### src/rtl/ex_mem_pkg.sv
// Shared widths, NOP values and stall bit positions for the EX/MEM pipeline register.
package ex_mem_pkg;

  localparam int RegAddrBus = 5;
  localparam int RegBus     = 32;
  localparam int AluOpBus   = 8;

  localparam logic [RegAddrBus-1:0] NOPRegAddr   = '0;
  localparam logic [RegBus-1:0]     ZeroWord     = '0;
  localparam logic                  WriteEnable  = 1'b1;
  localparam logic                  WriteDisable = 1'b0;

  localparam int StallEx  = 3;
  localparam int StallMem = 4;

  typedef struct packed {
    logic [RegAddrBus-1:0] wd;
    logic                  wreg;
    logic [RegBus-1:0]     wdata;
    logic [RegBus-1:0]     hi;
    logic [RegBus-1:0]     lo;
    logic                  whilo;
    logic [AluOpBus-1:0]   aluop;
    logic [RegBus-1:0]     mem_addr;
    logic [RegBus-1:0]     reg2;
  } mem_stage_t;

  typedef struct packed {
    logic                  we;
    logic [RegAddrBus-1:0] addr;
    logic [RegBus-1:0]     data;
  } cp0_wr_t;

  localparam mem_stage_t MemStageNop = '{
    wd:       NOPRegAddr,
    wreg:     WriteDisable,
    wdata:    ZeroWord,
    hi:       ZeroWord,
    lo:       ZeroWord,
    whilo:    WriteDisable,
    aluop:    '0,
    mem_addr: ZeroWord,
    reg2:     ZeroWord
  };

  localparam cp0_wr_t Cp0Nop = '{we: WriteDisable, addr: NOPRegAddr, data: ZeroWord};

endpackage

### src/rtl/ex_mem.sv
// EX/MEM pipeline register with flush, bubble insertion and madd/msub partial-result loopback.
// Optional feature: define EX_MEM_CP0_PASS_EN to carry CP0 write requests into MEM.
module ex_mem
  import ex_mem_pkg::*;
(
  input  logic                  clk,
  input  logic                  rst,
  input  logic [5:0]            stall,
  input  logic                  flush,
  input  logic [RegAddrBus-1:0] ex_wd,
  input  logic                  ex_wreg,
  input  logic [RegBus-1:0]     ex_wdata,
  input  logic [RegBus-1:0]     ex_hi,
  input  logic [RegBus-1:0]     ex_lo,
  input  logic                  ex_whilo,
  input  logic [AluOpBus-1:0]   ex_aluop,
  input  logic [RegBus-1:0]     ex_mem_addr,
  input  logic [RegBus-1:0]     ex_reg2,
  input  logic [63:0]           hilo_i,
  input  logic [1:0]            cnt_i,
  input  logic                  ex_cp0_reg_we,
  input  logic [RegAddrBus-1:0] ex_cp0_reg_write_addr,
  input  logic [RegBus-1:0]     ex_cp0_reg_data,
  output logic [RegAddrBus-1:0] mem_wd,
  output logic                  mem_wreg,
  output logic [RegBus-1:0]     mem_wdata,
  output logic [RegBus-1:0]     mem_hi,
  output logic [RegBus-1:0]     mem_lo,
  output logic                  mem_whilo,
  output logic [AluOpBus-1:0]   mem_aluop,
  output logic [RegBus-1:0]     mem_mem_addr,
  output logic [RegBus-1:0]     mem_reg2,
  output logic                  mem_cp0_reg_we,
  output logic [RegAddrBus-1:0] mem_cp0_reg_write_addr,
  output logic [RegBus-1:0]     mem_cp0_reg_data,
  output logic [63:0]           hilo_o,
  output logic [1:0]            cnt_o
);

  mem_stage_t ex_stage;
  mem_stage_t stage_d, stage_q;
  logic [63:0] hilo_d, hilo_q;
  logic [1:0]  cnt_d, cnt_q;

  // Only the EX and MEM stall bits matter to this stage.
  logic stall_unused;
  assign stall_unused = ^{stall[5], stall[2:0]};

  always_comb begin
    ex_stage = '{
      wd:       ex_wd,
      wreg:     ex_wreg,
      wdata:    ex_wdata,
      hi:       ex_hi,
      lo:       ex_lo,
      whilo:    ex_whilo,
      aluop:    ex_aluop,
      mem_addr: ex_mem_addr,
      reg2:     ex_reg2
    };
  end

  // EX running with MEM stalled cannot occur; it falls through to advance.
  always_comb begin
    stage_d = stage_q;
    hilo_d  = hilo_q;
    cnt_d   = cnt_q;
    if (flush) begin
      stage_d = MemStageNop;
      hilo_d  = '0;
      cnt_d   = '0;
    end else if (!stall[StallEx]) begin
      stage_d = ex_stage;
      hilo_d  = '0;
      cnt_d   = '0;
    end else if (!stall[StallMem]) begin
      stage_d = MemStageNop;
      hilo_d  = hilo_i;
      cnt_d   = cnt_i;
    end
  end

  always_ff @(posedge clk) begin
    if (!rst) begin
      stage_q <= MemStageNop;
      hilo_q  <= '0;
      cnt_q   <= '0;
    end else begin
      stage_q <= stage_d;
      hilo_q  <= hilo_d;
      cnt_q   <= cnt_d;
    end
  end

  assign mem_wd       = stage_q.wd;
  assign mem_wreg     = stage_q.wreg;
  assign mem_wdata    = stage_q.wdata;
  assign mem_hi       = stage_q.hi;
  assign mem_lo       = stage_q.lo;
  assign mem_whilo    = stage_q.whilo;
  assign mem_aluop    = stage_q.aluop;
  assign mem_mem_addr = stage_q.mem_addr;
  assign mem_reg2     = stage_q.reg2;
  assign hilo_o       = hilo_q;
  assign cnt_o        = cnt_q;

`ifdef EX_MEM_CP0_PASS_EN
  cp0_wr_t cp0_d, cp0_q;

  always_comb begin
    cp0_d = cp0_q;
    if (flush) begin
      cp0_d = Cp0Nop;
    end else if (!stall[StallEx]) begin
      cp0_d = '{we: ex_cp0_reg_we, addr: ex_cp0_reg_write_addr, data: ex_cp0_reg_data};
    end else if (!stall[StallMem]) begin
      cp0_d = Cp0Nop;
    end
  end

  always_ff @(posedge clk) begin
    if (!rst) begin
      cp0_q <= Cp0Nop;
    end else begin
      cp0_q <= cp0_d;
    end
  end

  assign mem_cp0_reg_we         = cp0_q.we;
  assign mem_cp0_reg_write_addr = cp0_q.addr;
  assign mem_cp0_reg_data       = cp0_q.data;
`else
  logic cp0_unused;
  assign cp0_unused = ^{ex_cp0_reg_we, ex_cp0_reg_write_addr, ex_cp0_reg_data};

  assign mem_cp0_reg_we         = Cp0Nop.we;
  assign mem_cp0_reg_write_addr = Cp0Nop.addr;
  assign mem_cp0_reg_data       = Cp0Nop.data;
`endif

endmodule

### config.mk
export PLATFORM = sky130hd
export DESIGN_NAME = ex_mem
export DESIGN_NICKNAME = d
export VERILOG_FILES = /design/src/rtl/ex_mem_pkg.sv /design/src/rtl/ex_mem.sv
export SDC_FILE = /design/constraint.sdc
export NUM_CORES = 1
export LEC_CHECK = 0
export CAP_MARGIN = 20
export CORE_AREA = 4 4 219 221
export DETAILED_ROUTE_END_ITERATION = 7
export DIE_AREA = 0 0 223 225
export PLACE_DENSITY = 0.46
export SLEW_MARGIN = 10
export SYNTH_ARGS = -nofsm -noshare
export SYNTH_HDL_FRONTEND = slang
export SYNTH_SLANG_ARGS = --single-unit
export TNS_END_PERCENT = 20
### constraint.sdc
create_clock -name clk -period 1.7 [get_ports clk]
set_input_delay 0.34 -clock clk [delete_from_list [all_inputs] [get_ports clk]]
set_output_delay 0.34 -clock clk [all_outputs]
set_load 0.02 [all_outputs]
; Yosys cells after proc, flatten, opt, wreduce, memory -nomap -nowiden
; Cells that the tools add are included.
; W data, S select, Z words.
[classes]
bitwise_logic = 2
eq_ne = 1
reduce_logical = 2
n_mux = 2
[op_table]
columns = op, n
row1 = $mux W175, 2
row2 = $reduce_or A3 Y1, 1
row3 = $ne A2 B2 Y1 const B, 1
row4 = $not A1 Y1, 2
row5 = $reduce_or A2 Y1, 1
[totals]
reg_bits = 241
wordCells = 18

; Logic depth before layout (Yosys ltp)
; Gate-level depths: netlist of run 1.
[depth]
depth_word = 2
depth_mapped = 5
mapped_depth_nobuf = 2

; Least setup slack after synthesis of run 1
; No wires, ideal clock.
[synth_timing]
path_type = input to register
from = in stall[4]
to = reg hilo_q[48], in the netlist hilo_o[48]
arrival_ns = 0.986
required_time_ns = 1.586
slack_ns = 0.600
path_stages = 5
path_cell_list = buf_4 buf_6 buf_4 mux2i_1 nor2_1
[synth_lines]
columns = element, line_no
row1 = start: declaration, ex_mem.sv:8  ; input logic [5:0] stall,
row2 = end signal: assignment, ex_mem.sv:90  ; hilo_q <= hilo_d;
row3 = end: declaration, ex_mem.sv:42  ; logic [63:0] hilo_d, hilo_q;

; Final worst setup path of run 1
[layout_timing]
from = reg stage_q (netlist bit mem_mem_addr[16])
to = out mem_mem_addr[16]
[layout_lines]
columns = element, line_no
row1 = start: declaration, ex_mem.sv:41  ; mem_stage_t stage_d, stage_q;
row2 = start signal: assignment, ex_mem.sv:85  ; stage_q <= MemStageNop;
row3 = start signal: assignment, ex_mem.sv:89  ; stage_q <= stage_d;
row4 = end: declaration, ex_mem.sv:31  ; output logic [RegBus-1:0] mem_mem_addr,
; No word-level cell between the ends.

==> metrics.md, run 1 <==
| Metric | Value |
|---|---|
| Outcome | complete, no violations |
| Sequential element share of the synthesized area | 0.5130 |
| Critical-path top delay cell | sky130_fd_sc_hd__dlygate4sd2_1 |
| Flip-flop and latch count after synthesis | 241 |
| Post-DR vias/cell | 4.108 |
| Source of the worst hold timing path | stall[4] |
| Clock group share of total power | 0.444 |
| Yosys warnings | 0 |
| Worst Hold End | mem_wdata[15] |
| TritonCTS clock tree | built |
| Final worst clock skew | 0 ns |
| Clk sinks | 241 |
| Remaining global-route overflow | 0 |
| Routability-driven placement congestion ratio | 0.7922 |
| Power share of the combinational group | 0.133 |
| Total non-filler cell area in the finished layout | 15530 sq um |
| Cells traversed along the worst timing path | dlygate4sd2_1 |
| Die extent in y | 225 microns |
| Net load switching power | 3.426 mW |
| Count of nets after finishing | between 1500 and 2000 |
| Largest net degree at the start of global routing | 55 |
| Buffers and inverters on the worst path | 1 |
| Post-detailed-routing wire length | 35.42 mm |
| Final total negative setup slack | 0 ns |
| Post-detail-place hpwl | around 26 mm |
| Filler Cells Inserted | approximately 4800 |
| Inserted Clock Buffers | 30 |
| Synth area leader | sky130_fd_sc_hd__dfxtp_1 |
| I/O pins | 567 |
| Mean post-synth cell area | between 9 and 10 sq um |
| Post-route minimum period | 1.616 ns |
| Core Area | around 46000 sq um |
| Arrival time of data at the critical path endpoint | 1.28 ns |
| MaxCap Viol Count | 0 |
| Average routed wire per standard cell | between 15 and 20 microns |
| Global routing usage summed across all routing layers | 0.1309 |
| DRC violations left | 0 |
| Multi-input gate area in the final layout | 3919 sq um |
| Number of antenna violations at the first check in global routing | 2 |
| First-pass GRT wire length | 52.43 mm |
| Worst reg2reg setup slack | approximately 1 ns |
| Total of buffers placed on input and output ports | 486 |
| Peak fanout along the critical path | 2 |
| Pwr dens | 894.4 nW/um^2 |
| Switching share of power | 0.2466 |
| Critical path's top delay family | buffers and inverters |
| Post-CTS Hold Fix Bufs | 0 |
| Layout-stage area growth over the synthesis result | 65.18% |
| Largest cells by area after synthesis | sky130_fd_sc_hd__dfxtp_1, sky130_fd_sc_hd__nand2b_1, sky130_fd_sc_hd__a21oi_1 |
| Peak VDD IR | 0.0007419 V |
| Internal portion of total power | 10.47 mW |
| Final setup violation count | 0 |
| Share of Yosys cell area claimed by the top area cell type | 0.5130 |
| First-pass detailed-route iteration total | 4 |
| Category of the worst setup path launch point | flop |
| Longest Clk Path Bufs | 3 |
| Skew-Pair Late Insertion Delay | 0.56 ns |
| RSZ-0062 raised after global routing | no |
| Reg-to-Reg Start | mem_lo[26] |
| Number of design-rule violations left by the first detailed-router iteration | 384 |
| Number of cells traversed by the worst register-to-register path | 2 |
| Initial standard-cell utilization of the core | 0.2037 |
| Final hold violations | 0 |
| Count of nets left with antenna violations after detail routing | 0 |
| Fmax | a little over 600 MHz |
| CP Data Required Time | 1.36 ns |
| Vias post-DR | 8725 |
| Classification of the worst-slack hold path | in -> reg |
| Slew Limit Fails | 0 |
| Storage cell area | 4825 sq um |
| Seq pwr share | 0.422 |
| Clock transition at the registers of the reported paths | 0.06 ns |
| Post-synthesis instance area | around 9400 sq um |
| Total placed instance area | 14880 sq um |
| Worst R2R End | mem_lo[26] |
| Synthesized instance count | 1031 |
| Hold Crit Depth | 3 |
| Stage delay of the slowest cell on the critical path | 0.39 ns |
| Die span in x | 223 microns |
| Via count of the first global-routing pass | 8711 |
| Die footprint | around 50000 sq um |
| H-tree levels | 1 |
| Share of the clock period used by the worst path | 0.9506 |
| # rows | 79 |
| Crit Path Category | reg -> out |
| Number of distinct standard cells referenced by the synthesized netlist | 12 |
| Root buffer selected by CTS | sky130_fd_sc_hd__clkbuf_16 |
| Leak pwr | 6.781 nW |
| Sort of element at the end of the critical path | output port |
| Diode insertion count for antenna repair | 0 |
| Fraction of layout cells with a size suffix above 1 | 0.06131 |
==> power by group through the flow <==
| stage | combinational (mW) | sequential (mW) | clock (mW) |
|---|---|---|---|
| after global routing | 2.00 | 5.88 | 6.67 |
| after floorplan | 0.748 | 6.18 | 0 |
| after CTS | 1.88 | 5.87 | 6.50 |
| after global placement | 1.97 | 5.99 | 0 |
| after detailed placement | 1.98 | 6.00 | 0 |
| final | 1.85 | 5.87 | 6.17 |
==> worst max-delay path by stage <==
| stage | start | end | slack (ns) | cells past startpoint |
|---|---|---|---|---|
| 2_1_floorplan | stall[4] | hilo_o[48] | 0.60 | 5 |
| 3_3_place_gp | flush | mem_reg2[12] | 0.07 | 5 |
| 3_5_place_dp | flush | mem_reg2[12] | 0.05 | 5 |
| 4_1_cts | mem_hi[0] | mem_hi[0] | 0.01 | 1 |
| 5_1_grt | hilo_o[57] | hilo_o[57] | 0.003 | 1 |
| 6_report | mem_mem_addr[16] | mem_mem_addr[16] | 0.08 | 1 |
==> logic make-up (layout without fill, tap and decap cells) <==
family,after synthesis,count (layout),share of synthesized area
AO/OA/AOI/OAI,175,175,0.09313
buffers and inverters,130,579,0.08582
flip-flops,241,241,0.5130
multiplexers,66,66,0.07025
other,1,38,0.0003988
AND/OR/NAND/NOR,418,418,0.2374
==> metal layers <==
metal / routed length (microns) / vias to the layer above / part of all wire / GRT usage
met2: 17080 / 357 / 0.48 / 0.2287
li1: - / 4323 / - / -
met5: 27 / - / 0.00076 / 0
met1: 13820 / 4003 / 0.39 / 0.1494
met4: 744 / 4 / 0.021 / 0.02824
met3: 3748 / 38 / 0.11 / 0.05679
==> cells in the final DEF, fill, tap and decap left out <==
master,n
sky130_fd_sc_hd__clkdlybuf4s50_1,243
sky130_fd_sc_hd__dfxtp_1,241
sky130_fd_sc_hd__dlygate4sd2_1,234
sky130_fd_sc_hd__nand2b_1,175
sky130_fd_sc_hd__nand3_1,175
sky130_fd_sc_hd__a21oi_1,175
sky130_fd_sc_hd__mux2i_1,66
sky130_fd_sc_hd__nor2_1,66
sky130_fd_sc_hd__conb_1,38
sky130_fd_sc_hd__clkbuf_16,31
sky130_fd_sc_hd__buf_4,27
sky130_fd_sc_hd__buf_12,15
sky130_fd_sc_hd__clkbuf_1,8
sky130_fd_sc_hd__clkbuf_8,8
sky130_fd_sc_hd__clkdlybuf4s15_2,4
sky130_fd_sc_hd__clkinv_2,3
sky130_fd_sc_hd__clkinvlp_4,2
sky130_fd_sc_hd__clkdlybuf4s15_1,2
sky130_fd_sc_hd__nand2b_4,1
sky130_fd_sc_hd__nand3b_1,1
sky130_fd_sc_hd__bufinv_16,1
sky130_fd_sc_hd__clkbuf_2,1
==> state kept, by name, summed over array words and instances, names as in the netlist <==
signal        count
hilo_o           64
mem_hi           32
mem_lo           32
mem_mem_addr     32
mem_reg2         32
mem_wdata        32
mem_aluop         8
mem_wd            5
cnt_o             2
mem_whilo         1
mem_wreg          1
==> timing repair <==
item	in CTS	in global routing
setup buffers	0	0
gates resized for setup	250	3
endpoints found under the setup margin	241	3
==> cell type report <==
type                            count  area share
Multi-Input combinational cell    697      0.2523
Clock buffer                       45     0.05719
Clock inverter                      6    0.003866
Tap cell                          607     0.04889
Sequential cell                   241      0.3106
Timing Repair Buffer              528      0.3272
==> metrics by stage <==
stage,util,setup slack [ns],power (mW),std cells,hold slack (ns)
3_5_place_dp,0.3223,0.04647,7.976,2073,0.4613
4_1_cts,0.3366,0.01363,14.25,2124,0.2085
2_1_floorplan,-,0.5999,6.926,1068,0.4839
6_report,0.3365,0.08402,13.89,2124,0.2422
5_1_grt,0.3365,0.003052,14.55,2124,0.2367
3_3_place_gp,0.3223,0.07376,7.965,2073,0.4553
==> synth_stat cells <==
library cell,count
sky130_fd_sc_hd__clkbuf_1,27
sky130_fd_sc_hd__buf_4,51
sky130_fd_sc_hd__conb_1,1
sky130_fd_sc_hd__a21oi_1,175
sky130_fd_sc_hd__buf_6,10
sky130_fd_sc_hd__nand2b_1,176
sky130_fd_sc_hd__mux2i_1,66
sky130_fd_sc_hd__nand3_1,175
sky130_fd_sc_hd__nand3b_1,1
sky130_fd_sc_hd__nor2_1,66
sky130_fd_sc_hd__dfxtp_1,241
sky130_fd_sc_hd__buf_2,42
No activity file was read; power rests on OpenSTA's default activity.
==> inputs of run 2 (changes only) <==
CORE_AREA = 2 2 217 219   (was 4 4 219 221)
DIE_AREA = 0 0 219 221   (was 0 0 223 225)
==> run 2 against run 1 <==
Effect of this change: register-to-register slack about the same; power fell by 3.0%; largest cell class unchanged; die area is 3.5% lower; first-iteration DRC count is 8.9% lower; critical path type unchanged; sequential cell count is the same; critical path depth stayed put; via count down 1.3%; routed wire length is 3.8% lower.
==> metrics.md, run 2 (same netlist as run 1, synthesis figures left out) <==
| Metric | Value |
|---|---|
| Post-DR vias/cell | 4.071 |
| Top library cells by usage in the layout, fill and taps aside | sky130_fd_sc_hd__clkdlybuf4s50_1, sky130_fd_sc_hd__dfxtp_1, sky130_fd_sc_hd__dlygate4sd2_1 |
| Number of design-rule violations left by the first detailed-router iteration | 350 |
| Peak fanout along the critical path | 2 |
| Worst R2R End | mem_aluop[0] |
| Largest net degree at the start of global routing | roughly 70 |
| Source of the worst hold timing path | stall[4] |
| Arrival time of data at the critical path endpoint | 1.29 ns |
| Number of flip-flops in the largest register | 64 |
| Pwr dens | 876.3 nW/um^2 |
| Clock transition at the registers of the reported paths | around 0.060 ns |
| TritonCTS clock tree | built |
| Buffers and inverters on the worst path | 1 |
| Post-CTS Hold Fix Bufs | 0 |
| Stage delay of the slowest cell on the critical path | 0.40 ns |
| Die footprint | between 40000 and 50000 sq um |
| Count of nets left with antenna violations after detail routing | 0 |
| Via count of the first global-routing pass | 8470 |
| Leak pwr | 6.731 nW |
| Count of nets after finishing | 1780 |
| Final setup violation count | 0 |
| Root buffer selected by CTS | sky130_fd_sc_hd__clkbuf_16 |
| Longest Clk Path Bufs | 3 |
| Total of buffers placed on input and output ports | 486 |
| Layout-stage area growth over the synthesis result | 63.52% |
| Die span in x | 219 microns |
| First-pass GRT wire length | 51.16 mm |
| # rows | between 70 and 80 |
| Number of antenna violations at the first check in global routing | 0 |
| Clk sinks | 241 |
| RSZ-0062 raised after global routing | no |
| Hold Crit Depth | 3 |
| Skew-Pair Late Insertion Delay | roughly 0.55 ns |
| I/O pins | 567 |
| Fraction of layout cells with a size suffix above 1 | 0.05567 |
| Die extent in y | ~220 microns |
| Post-route minimum period | about 1.6 ns |
| Worst Hold End | mem_hi[31] |
| MaxCap Viol Count | 0 |
| Outcome | complete, no violations |
| Placed instance count | 2068 |
| Final hold violations | 0 |
| Cells traversed along the worst timing path | clkdlybuf4s15_1 |
| Layout Cells excl Fill | 2116 |
| Critical path's top delay family | buffers and inverters |
| Post-detail-place hpwl | 24.69 mm |
| Average routed wire per standard cell | approximately 16 microns |
| Post-detailed-routing wire length | ~34 mm |
| Final total negative setup slack | 0 ns |
| DRC violations left | 0 |
| Number of cells traversed by the worst register-to-register path | 2 |
| Crit Path Category | reg -> out |
| Reg-to-Reg Start | mem_aluop[0] |
| Classification of the worst-slack hold path | in -> reg |
| Fmax | 612.9 MHz |
| H-tree levels | 1 |
| First-pass detailed-route iteration total | 4 |
| Setup slack of the critical path after layout | 0.06851 ns |
| Final worst clock skew | 0 ns |
| Core Area | 46060 sq um |
| Routability-driven placement congestion ratio | 0.7237 |
| Initial standard-cell utilization of the core | 0.2042 |
| Sort of element at the end of the critical path | output port |
| Setup slack at placement | 0.1405 ns |
| Vias post-DR | 8615 |
| Setup Buffers After CTS | 0 |
| Worst reg2reg setup slack | 1.04 ns |
| Critical-path top delay cell | sky130_fd_sc_hd__clkdlybuf4s15_1 |
| Inserted Clock Buffers | 29 |
| CP Data Required Time | roughly 1.4 ns |
| Diode insertion count for antenna repair | 0 |
| Peak VDD IR | 0.0006922 V |
| Slew Limit Fails | 0 |
| Gates resized, CTS repair | between 200 and 250 |
| Category of the worst setup path launch point | flop |
| Share of the clock period used by the worst path | 0.9597 |
| Global routing usage summed across all routing layers | 0.1345 |
| Remaining global-route overflow | 0 |
| Leading cell type in the layout, fill and taps excluded | sky130_fd_sc_hd__clkdlybuf4s50_1 |
-- run 2: cell count changes in the layout (fill, tap and decap cells not counted) --
cell | before | now
sky130_fd_sc_hd__clkinv_2 | 3 | 8
sky130_fd_sc_hd__clkbuf_1 | 8 | 4
sky130_fd_sc_hd__clkdlybuf4s15_2 | 4 | 0
sky130_fd_sc_hd__buf_12 | 15 | 12
sky130_fd_sc_hd__dlygate4sd2_1 | 234 | 237
sky130_fd_sc_hd__buf_4 | 27 | 25
sky130_fd_sc_hd__clkbuf_16 | 31 | 29
sky130_fd_sc_hd__clkdlybuf4s15_1 | 2 | 4
sky130_fd_sc_hd__bufinv_16 | 1 | 0
sky130_fd_sc_hd__clkbuf_2 | 1 | 0
sky130_fd_sc_hd__clkinvlp_4 | 2 | 1
-- run 2: worst max-delay path by stage --
| stage | end | start | cells past startpoint |
|---|---|---|---|
| floorplan | hilo_o[48] | stall[4] | 5 |
| finish | cnt_o[1] | cnt_o[1] | 1 |
| detailed placement | mem_mem_addr[28] | flush | 4 |
| global placement | mem_lo[15] | flush | 4 |
| global route | hilo_o[6] | hilo_o[6] | 1 |
| CTS | mem_aluop[7] | mem_aluop[7] | 1 |
-- run 2: area by class of cell --
| cell class | count | area [sq um] |
|---|---|---|
| Clock buffer | 39 | 823.3 |
| Clock inverter | 9 | 47.55 |
| Fill cell | 4869 | 30680 |
| Multi-Input combinational cell | 697 | 3919 |
| Sequential cell | 241 | 4825 |
| Tap cell | 607 | 759.5 |
| Timing Repair Buffer | 523 | 5004 |
-- run 2: routing by layer --
layer  global-route usage  share of wire
met5                    0              0
met4              0.03553          0.019
met3              0.05155           0.11
met2               0.2267           0.47
met1               0.1589           0.40
-- run 2: power breakdown --
group | internal, mW | switching [mW]
Sequential | 5.80 | 0.0693
Clock | 3.34 | 2.44
Combinational | 0.941 | 0.883
Total | 10.1 | 3.39
-- run 2: metrics by stage --
stage               hold WS (ns)  cell area, sq um  power (mW)    util
floorplan                 0.4839              9543       6.926       -
global placement          0.4553             14800       7.933  0.3214
detailed placement        0.4623             14800       7.945  0.3214
CTS                       0.1435             15380       13.77  0.3338
global route              0.1733             15380       14.14  0.3338
finish                    0.1756             15380       13.48  0.3338
